==> src/rtl/phys_reg_pkg.sv <==
// Shared definitions for the physical register read stage: default sizes,
// address typedef and packed-slice helpers.
package phys_reg_pkg;

  function automatic int log_phys(input int n);
    return (n <= 1) ? 1 : $clog2(n);
  endfunction

  localparam int DEF_NUM_PHYS_REGS = 64;
  localparam int DEF_DATA_WIDTH    = 32;
  localparam int DEF_NUM_READ      = 3;
  localparam int DEF_NUM_WRITE     = 2;
  localparam int DEF_LOG_PHYS      = log_phys(DEF_NUM_PHYS_REGS);

  typedef logic [DEF_LOG_PHYS-1:0] phys_addr_t;

  // Low bit of port `port` in a packed bus of `width`-bit fields.
  function automatic int slice_lo(input int port, input int width);
    return port * width;
  endfunction

endpackage

==> src/rtl/phys_reg_array.sv <==
// Multi-write, multi-read physical register array with combinational reads.
// Same-address writes in one cycle resolve to the highest-numbered port.
module phys_reg_array
  import phys_reg_pkg::*;
#(
  parameter int NUM_PHYS_REGS = DEF_NUM_PHYS_REGS,
  parameter int DATA_WIDTH    = DEF_DATA_WIDTH,
  parameter int NUM_READ      = DEF_NUM_READ,
  parameter int NUM_WRITE     = DEF_NUM_WRITE,
  parameter int LOG_PHYS      = log_phys(NUM_PHYS_REGS)
) (
  input  logic                           clk,
  input  logic                           rst_n,
  input  logic [NUM_WRITE-1:0]           wr_en,
  input  logic [NUM_WRITE*LOG_PHYS-1:0]  wr_addr,
  input  logic [NUM_WRITE*DATA_WIDTH-1:0] wr_data,
  input  logic [NUM_READ*LOG_PHYS-1:0]   rd_addr,
  output logic [NUM_READ*DATA_WIDTH-1:0] rd_data
);

  logic [DATA_WIDTH-1:0] mem [NUM_PHYS_REGS];

  // Later loop iterations overwrite earlier ones, so the highest port wins.
  always_ff @(posedge clk) begin
    if (!rst_n) begin
      for (int r = 0; r < NUM_PHYS_REGS; r++) mem[r] <= '0;
    end else begin
      for (int k = 0; k < NUM_WRITE; k++) begin
        if (wr_en[k])
          mem[wr_addr[slice_lo(k, LOG_PHYS) +: LOG_PHYS]] <=
            wr_data[slice_lo(k, DATA_WIDTH) +: DATA_WIDTH];
      end
    end
  end

  always_comb begin
    rd_data = '0;
    for (int i = 0; i < NUM_READ; i++)
      rd_data[slice_lo(i, DATA_WIDTH) +: DATA_WIDTH] =
        mem[rd_addr[slice_lo(i, LOG_PHYS) +: LOG_PHYS]];
  end

endmodule

==> src/rtl/phys_reg_read_stage.sv <==
// Physical register read stage: array, busy scoreboard and a one-deep
// valid/ready output register with writeback wakeup. Optional same-cycle
// write bypass on capture is enabled by defining PHYS_REG_WRITE_BYPASS_EN.
module phys_reg_read_stage
  import phys_reg_pkg::*;
#(
  parameter int NUM_PHYS_REGS = DEF_NUM_PHYS_REGS,
  parameter int DATA_WIDTH    = DEF_DATA_WIDTH,
  parameter int NUM_READ      = DEF_NUM_READ,
  parameter int NUM_WRITE     = DEF_NUM_WRITE,
  parameter int LOG_PHYS      = log_phys(NUM_PHYS_REGS)
) (
  input  logic                            CLK,
  input  logic                            RESET,
  input  logic                            Valid_IN,
  output logic                            Ready_OUT,
  input  logic [NUM_READ*LOG_PHYS-1:0]    RegAddr_IN,
  input  logic [NUM_WRITE-1:0]            WrEn_IN,
  input  logic [NUM_WRITE*LOG_PHYS-1:0]   WrAddr_IN,
  input  logic [NUM_WRITE*DATA_WIDTH-1:0] WrData_IN,
  input  logic [LOG_PHYS-1:0]             BusyReg_IN,
  input  logic                            SetBusy_IN,
  input  logic [LOG_PHYS-1:0]             FreeReg_IN,
  input  logic                            SetFree_IN,
  output logic                            Valid_OUT,
  input  logic                            Ready_IN,
  output logic [NUM_READ*DATA_WIDTH-1:0]  RegValue_OUT,
  output logic [NUM_READ-1:0]             OpReady_OUT,
  output logic [NUM_PHYS_REGS-1:0]        Busy_list_OUT
);

  // Handshake: an op moves on a posedge where valid and ready are both high;
  // the producer holds its payload stable until that edge, and ready may
  // depend combinationally on the downstream ready.
  logic                           valid_q;
  logic [NUM_PHYS_REGS-1:0]       busy_q;
  logic [NUM_PHYS_REGS-1:0]       busy_next;
  logic [NUM_READ*LOG_PHYS-1:0]   addr_q;
  logic [NUM_READ*DATA_WIDTH-1:0] value_q;
  logic [NUM_READ-1:0]            op_ready_q;
  logic [NUM_READ*DATA_WIDTH-1:0] rd_data;
  logic [NUM_READ*DATA_WIDTH-1:0] cap_value;
  logic [NUM_READ-1:0]            cap_ready;
  logic [NUM_READ*DATA_WIDTH-1:0] wake_value;
  logic [NUM_READ-1:0]            wake_hit;
  logic                           fire;
  logic                           held;

  assign Ready_OUT     = !valid_q || Ready_IN;
  assign fire          = Valid_IN && Ready_OUT;
  assign held          = valid_q && !Ready_IN;
  assign Valid_OUT     = valid_q;
  assign RegValue_OUT  = value_q;
  assign OpReady_OUT   = op_ready_q;
  assign Busy_list_OUT = busy_q;

  phys_reg_array #(
    .NUM_PHYS_REGS(NUM_PHYS_REGS),
    .DATA_WIDTH   (DATA_WIDTH),
    .NUM_READ     (NUM_READ),
    .NUM_WRITE    (NUM_WRITE),
    .LOG_PHYS     (LOG_PHYS)
  ) u_array (
    .clk    (CLK),
    .rst_n  (RESET),
    .wr_en  (WrEn_IN),
    .wr_addr(WrAddr_IN),
    .wr_data(WrData_IN),
    .rd_addr(RegAddr_IN),
    .rd_data(rd_data)
  );

  // Set beats any clear in the same cycle.
  always_comb begin
    busy_next = busy_q;
    for (int r = 0; r < NUM_PHYS_REGS; r++) begin
      for (int k = 0; k < NUM_WRITE; k++) begin
        if (WrEn_IN[k] && WrAddr_IN[slice_lo(k, LOG_PHYS) +: LOG_PHYS] == LOG_PHYS'(r))
          busy_next[r] = 1'b0;
      end
      if (SetFree_IN && FreeReg_IN == LOG_PHYS'(r)) busy_next[r] = 1'b0;
      if (SetBusy_IN && BusyReg_IN == LOG_PHYS'(r)) busy_next[r] = 1'b1;
    end
  end

  always_comb begin
    cap_value = rd_data;
    cap_ready = '0;
    for (int i = 0; i < NUM_READ; i++) begin
      cap_ready[i] = !busy_q[RegAddr_IN[slice_lo(i, LOG_PHYS) +: LOG_PHYS]];
`ifdef PHYS_REG_WRITE_BYPASS_EN
      for (int k = 0; k < NUM_WRITE; k++) begin
        if (WrEn_IN[k] && WrAddr_IN[slice_lo(k, LOG_PHYS) +: LOG_PHYS] ==
                          RegAddr_IN[slice_lo(i, LOG_PHYS) +: LOG_PHYS]) begin
          cap_value[slice_lo(i, DATA_WIDTH) +: DATA_WIDTH] =
            WrData_IN[slice_lo(k, DATA_WIDTH) +: DATA_WIDTH];
          cap_ready[i] = 1'b1;
        end
      end
`endif
    end
  end

  // Wakeup match against the stored addresses; highest write port wins.
  always_comb begin
    wake_hit   = '0;
    wake_value = '0;
    for (int i = 0; i < NUM_READ; i++) begin
      for (int k = 0; k < NUM_WRITE; k++) begin
        if (WrEn_IN[k] && WrAddr_IN[slice_lo(k, LOG_PHYS) +: LOG_PHYS] ==
                          addr_q[slice_lo(i, LOG_PHYS) +: LOG_PHYS]) begin
          wake_hit[i] = 1'b1;
          wake_value[slice_lo(i, DATA_WIDTH) +: DATA_WIDTH] =
            WrData_IN[slice_lo(k, DATA_WIDTH) +: DATA_WIDTH];
        end
      end
    end
  end

  always_ff @(posedge CLK) begin
    if (!RESET) begin
      valid_q    <= 1'b0;
      busy_q     <= '0;
      addr_q     <= '0;
      value_q    <= '0;
      op_ready_q <= '0;
    end else begin
      valid_q <= fire || held;
      busy_q  <= busy_next;
      if (fire) begin
        addr_q     <= RegAddr_IN;
        value_q    <= cap_value;
        op_ready_q <= cap_ready;
      end else if (held) begin
        for (int i = 0; i < NUM_READ; i++) begin
          if (!op_ready_q[i] && wake_hit[i]) begin
            value_q[slice_lo(i, DATA_WIDTH) +: DATA_WIDTH] <=
              wake_value[slice_lo(i, DATA_WIDTH) +: DATA_WIDTH];
            op_ready_q[i] <= 1'b1;
          end
        end
      end
    end
  end

endmodule

==> config.mk <==
export PLATFORM = sky130hd
export DESIGN_NAME = phys_reg_read_stage
export DESIGN_NICKNAME = d
export VERILOG_FILES = /design/src/rtl/phys_reg_pkg.sv /design/src/rtl/phys_reg_array.sv /design/src/rtl/phys_reg_read_stage.sv
export SDC_FILE = /design/constraint.sdc
export NUM_CORES = 2
export LEC_CHECK = 0
export ABC_CLOCK_PERIOD_IN_PS = 3550
export BUFFER_PORTS_ARGS = -buffer_cell sky130_fd_sc_hd__buf_2
export CAP_MARGIN = 20
export CORE_MARGIN = 2
export CORE_UTILIZATION = 30
export DETAILED_ROUTE_END_ITERATION = 8
export HOLD_SLACK_MARGIN = 0.03
export MAX_ROUTING_LAYER = met4
export SYNTH_ARGS = -nofsm -noshare
export SYNTH_HDL_FRONTEND = slang
export SYNTH_SLANG_ARGS = --single-unit
==> constraint.sdc <==
create_clock -name CLK -period 3.55 [get_ports CLK]
set_input_delay 0.71 -clock CLK [delete_from_list [all_inputs] [get_ports CLK]]
set_output_delay 0.71 -clock CLK [all_outputs]
set_load 0.02 [all_outputs]
==> impl_metrics.sql <==
INSERT INTO impl_metrics (metric_group, metric, value, unit) VALUES
('floorplan', 'top_level_ports', '279', ''),
('placed_design', 'detailedPlace.worstSlack', '-455', 'ps'),
('detailed_routing', 'dr_total_vias', '116076', ''),
('worst_setup_path', 'critical_path.cell_chain', 'nor2b_2, clkinv_1, buf_4, buf_4, nand3_2, buf_12, o22ai_1, buf_4, nor4_2, buf_4, a21boi_1', ''),
('pwr', 'p_per_area', '421', 'nW/um^2'),
('final_layout', 'final_cells', '16674', ''),
('worst_setup_path', 'slowest_stage', 'nor4_2', ''),
('cts', 'tritoncts.num_buffers', '245', ''),
('placed_design', 'dpl.hpwl', '477000', 'um'),
('final_layout', 'multiInputGateArea', '73000', 'um^2'),
('global_routing', 'grt_antenna_before_repair', '61', ''),
('synth', 'synth_enable_flop_cells', '2048', ''),
('worst_setup_path', 'crit_path_max_incr_delay', '740', 'ps'),
('synth', 'synth_cells', '9903', ''),
('hold_path', 'hold_path_class', 'in2reg', ''),
('worst_setup_path', 'startpoint_types', 'flop', ''),
('timing', 'final.min_clock_period', '3700', 'ps'),
('floorplan', 'dieWidth', '695', 'um'),
('final_layout', 'drive_gt1_frac', '0.351', ''),
('cts', 'ctsLongestPathBuffers', '4', ''),
('placed_design', 'gpl.final_weighted_congestion', '1.05', ''),
('pwr', 'pwr-share-comb', '0.183', ''),
('synth', 'syn-cell-area', '143000', 'um^2'),
('timing', 'whs', '187', 'ps'),
('pwr', 'cellInternalPower', '50.0', 'mW'),
('status', 'failed_checks', 'setup timing', ''),
('worst_setup_path', 'cpMostUsedCell', 'buf_4', ''),
('pwr', 'power_share_of_the_clock_group', '0.373', ''),
('global_routing', 'overflow', '0', ''),
('synth', 'netlist_top_cells_area', 'edfxtp_1 43%, mux4_2 26%, a22o_1 13%, mux2i_1 3.5%, clkbuf_1 2.9%', ''),
('worst_setup_path', 'cp-end-kind', 'flop', ''),
('final_layout', 'final_nets', '10162', ''),
('placed_design', 'port_buffers', '278', ''),
('floorplan', 'initial_utilization', '0.302', ''),
('synth', 'yosys.area.top_type_share', '0.429', ''),
('pwr', 'leakage', '56.3', 'nW'),
('final_layout', 'finalInstanceArea', '168000', 'um^2'),
('synth', 'synth_most_common_cell', 'a22o_1', ''),
('detailed_routing', 'wl_per_cell', '41.9', 'um'),
('timing', 'grt_setup_unrepaired', 'false', ''),
('synth', 'proportion_of_synthesized_flip_flops_having_asynchronous_set_or_reset', '0', ''),
('detailed_routing', 'drc', '0', ''),
('synth', 'synth.largest_area_cell', 'edfxtp_1', ''),
('floorplan', 'num_rows', '253', ''),
('pwr', 'power.ir.vdd_worst', '0.429', 'mV'),
('cts', 'clock_sinks', '2230', ''),
('pwr', 'power.net_switching', '20.7', 'mW'),
('placed_design', 'place.detailed.instances', '16176', ''),
('detailed_routing', 'detail-route-antenna-nets', '0', ''),
('worst_setup_path', 'worst-path-buf-inv', '6', ''),
('worst_setup_path', 'path_delay_family', 'buffers and inverters', ''),
('detailed_routing', 'routed_via_density', '6.96', ''),
('detailed_routing', 'dr.pass1.iters', '8', ''),
('cts', 'clock_insertion_delay_worst_skew', '990', 'ps'),
('floorplan', 'placeableCoreArea', '475000', 'um^2'),
('synth', 'post_synth.cell_area_avg', '14.5', 'um^2'),
('synth', 'sequential_to_total_area_share_from_yosys_stat', '0.454', ''),
('global_routing', 'vias_in_the_first_global_route', '108564', ''),
('detailed_routing', 'first_iter_violations', '20953', ''),
('floorplan', 'fp.dieArea', '483000', 'um^2'),
('worst_setup_path', 'timing.setup.critical_path_class', 'reg2reg', ''),
('status', 'run_status', 'finished, violations left', ''),
('floorplan', 'die_height', '695', 'um'),
('pwr', 'power.share.switching', '0.292', ''),
('timing', 'fin_worst_skew', '64.7', 'ps'),
('timing', 'finalWorstSetupSlack', '-147', 'ps'),
('timing', 'max_clock_freq', '270', 'MHz'),
('worst_setup_path', 'arrival', '4580', 'ps'),
('timing', 'timing.final.setup_violations', '6', ''),
('synth', 'ys_ff_latch', '2230', ''),
('global_routing', 'grt_max_degree', '133', '');
state kept, by name (all words and copies together) (netlist names):
signal         flops
u_array.mem     2048
RegValue_OUT      96
Busy_list_OUT     64
addr_q            18
OpReady_OUT        3
Valid_OUT          1
final cells by class:
class | count | area share
multi-input cells | 6165 | 0.435
flip-flops and latches | 2230 | 0.388
repair buffers | 1398 | 0.0815
well taps | 6375 | 0.0475
clock buffers | 324 | 0.0396
clock inverters | 119 | 0.00702
diodes | 55 | 0.000820
inverters | 8 | 0.000179
worst min-delay path, stage by stage:
cell and delay, ps:
buf_2 200, nand2_1 110, a21boi_0 70
cells in the final DEF (no fill, tap or decap), drive strengths merged, types with 28 or more instances in the layout:
| master | n |
|---|---|
| o21a | 28 |
| nand3 | 59 |
| clkinv | 85 |
| nor2 | 208 |
| buf | 1395 |
| edfxtp | 2048 |
| a2bb2oi | 32 |
| a221oi | 32 |
| o211ai | 39 |
| nor3 | 48 |
| nand3b | 43 |
| o21ai | 141 |
| o22ai | 367 |
| and2 | 70 |
| clkbuf | 327 |
| nand2 | 239 |
| a21boi | 76 |
| mux2i | 504 |
| nor4 | 63 |
| mux4 | 1629 |
| nor2b | 46 |
| diode | 55 |
| a21oi | 46 |
| dfxtp | 182 |
| a22oi | 156 |
| a22o | 2053 |
cells by family after synthesis:
family / share of synthesized area
compound gates: 0.176
xor+xnor: 0.00230
buf+inv: 0.0443
flops: 0.454
mux: 0.293
simple gates: 0.0298
what timing repair did:
action	4_1_cts	5_1_grt
endpoints found under the setup margin	1	1
setup buffers	0	0
resized for setup	1	1
power by group through the flow:
stage          sequential [mW]  clock (mW)  combinational [mW]
2_1_floorplan             31.5           0                6.84
3_3_place_gp              31.8           0                12.4
3_5_place_dp              31.8           0                12.4
4_1_cts                   31.3        26.2                12.4
5_1_grt                   31.5        27.1                13.0
6_report                  31.4        26.3                12.9
per-stage QoR:
step | total power, mW | utilization
2_1_floorplan | 38.3 | -
3_3_place_gp | 44.1 | 0.336
3_5_place_dp | 44.2 | 0.336
4_1_cts | 69.9 | 0.353
5_1_grt | 71.6 | 0.353
6_report | 70.7 | 0.353
layer usage:
| layer | vias to the layer above | wire length [um] | GRT usage |
|---|---|---|---|
| li1 | 42875 | - | - |
| met1 | 59803 | 233000 | 0.333 |
| met2 | 10942 | 308000 | 0.424 |
| met3 | 2456 | 108000 | 0.111 |
| met4 | 0 | 50000 | 0.159 |
| met5 | - | 0 | - |
path summary, 6_finish.rpt:
| check | start | end | slack (ps) | depth (start not counted) |
|---|---|---|---|---|
| worst min register to register | addr_q[13]$_SDFFE_PN0P_ | addr_q[13]$_SDFFE_PN0P_ | 510 | 2 |
| worst max register to register | Valid_OUT$_SDFF_PN0_ | RegValue_OUT[68]$_SDFFE_PN0P_ | -150 | 11 |
| worst max-delay path | Valid_OUT$_SDFF_PN0_ | RegValue_OUT[68]$_SDFFE_PN0P_ | -150 | 11 |
| worst min-delay path | RegAddr_IN[17] | addr_q[17]$_SDFFE_PN0P_ | 190 | 3 |
(Power assumes the default switching activity.)
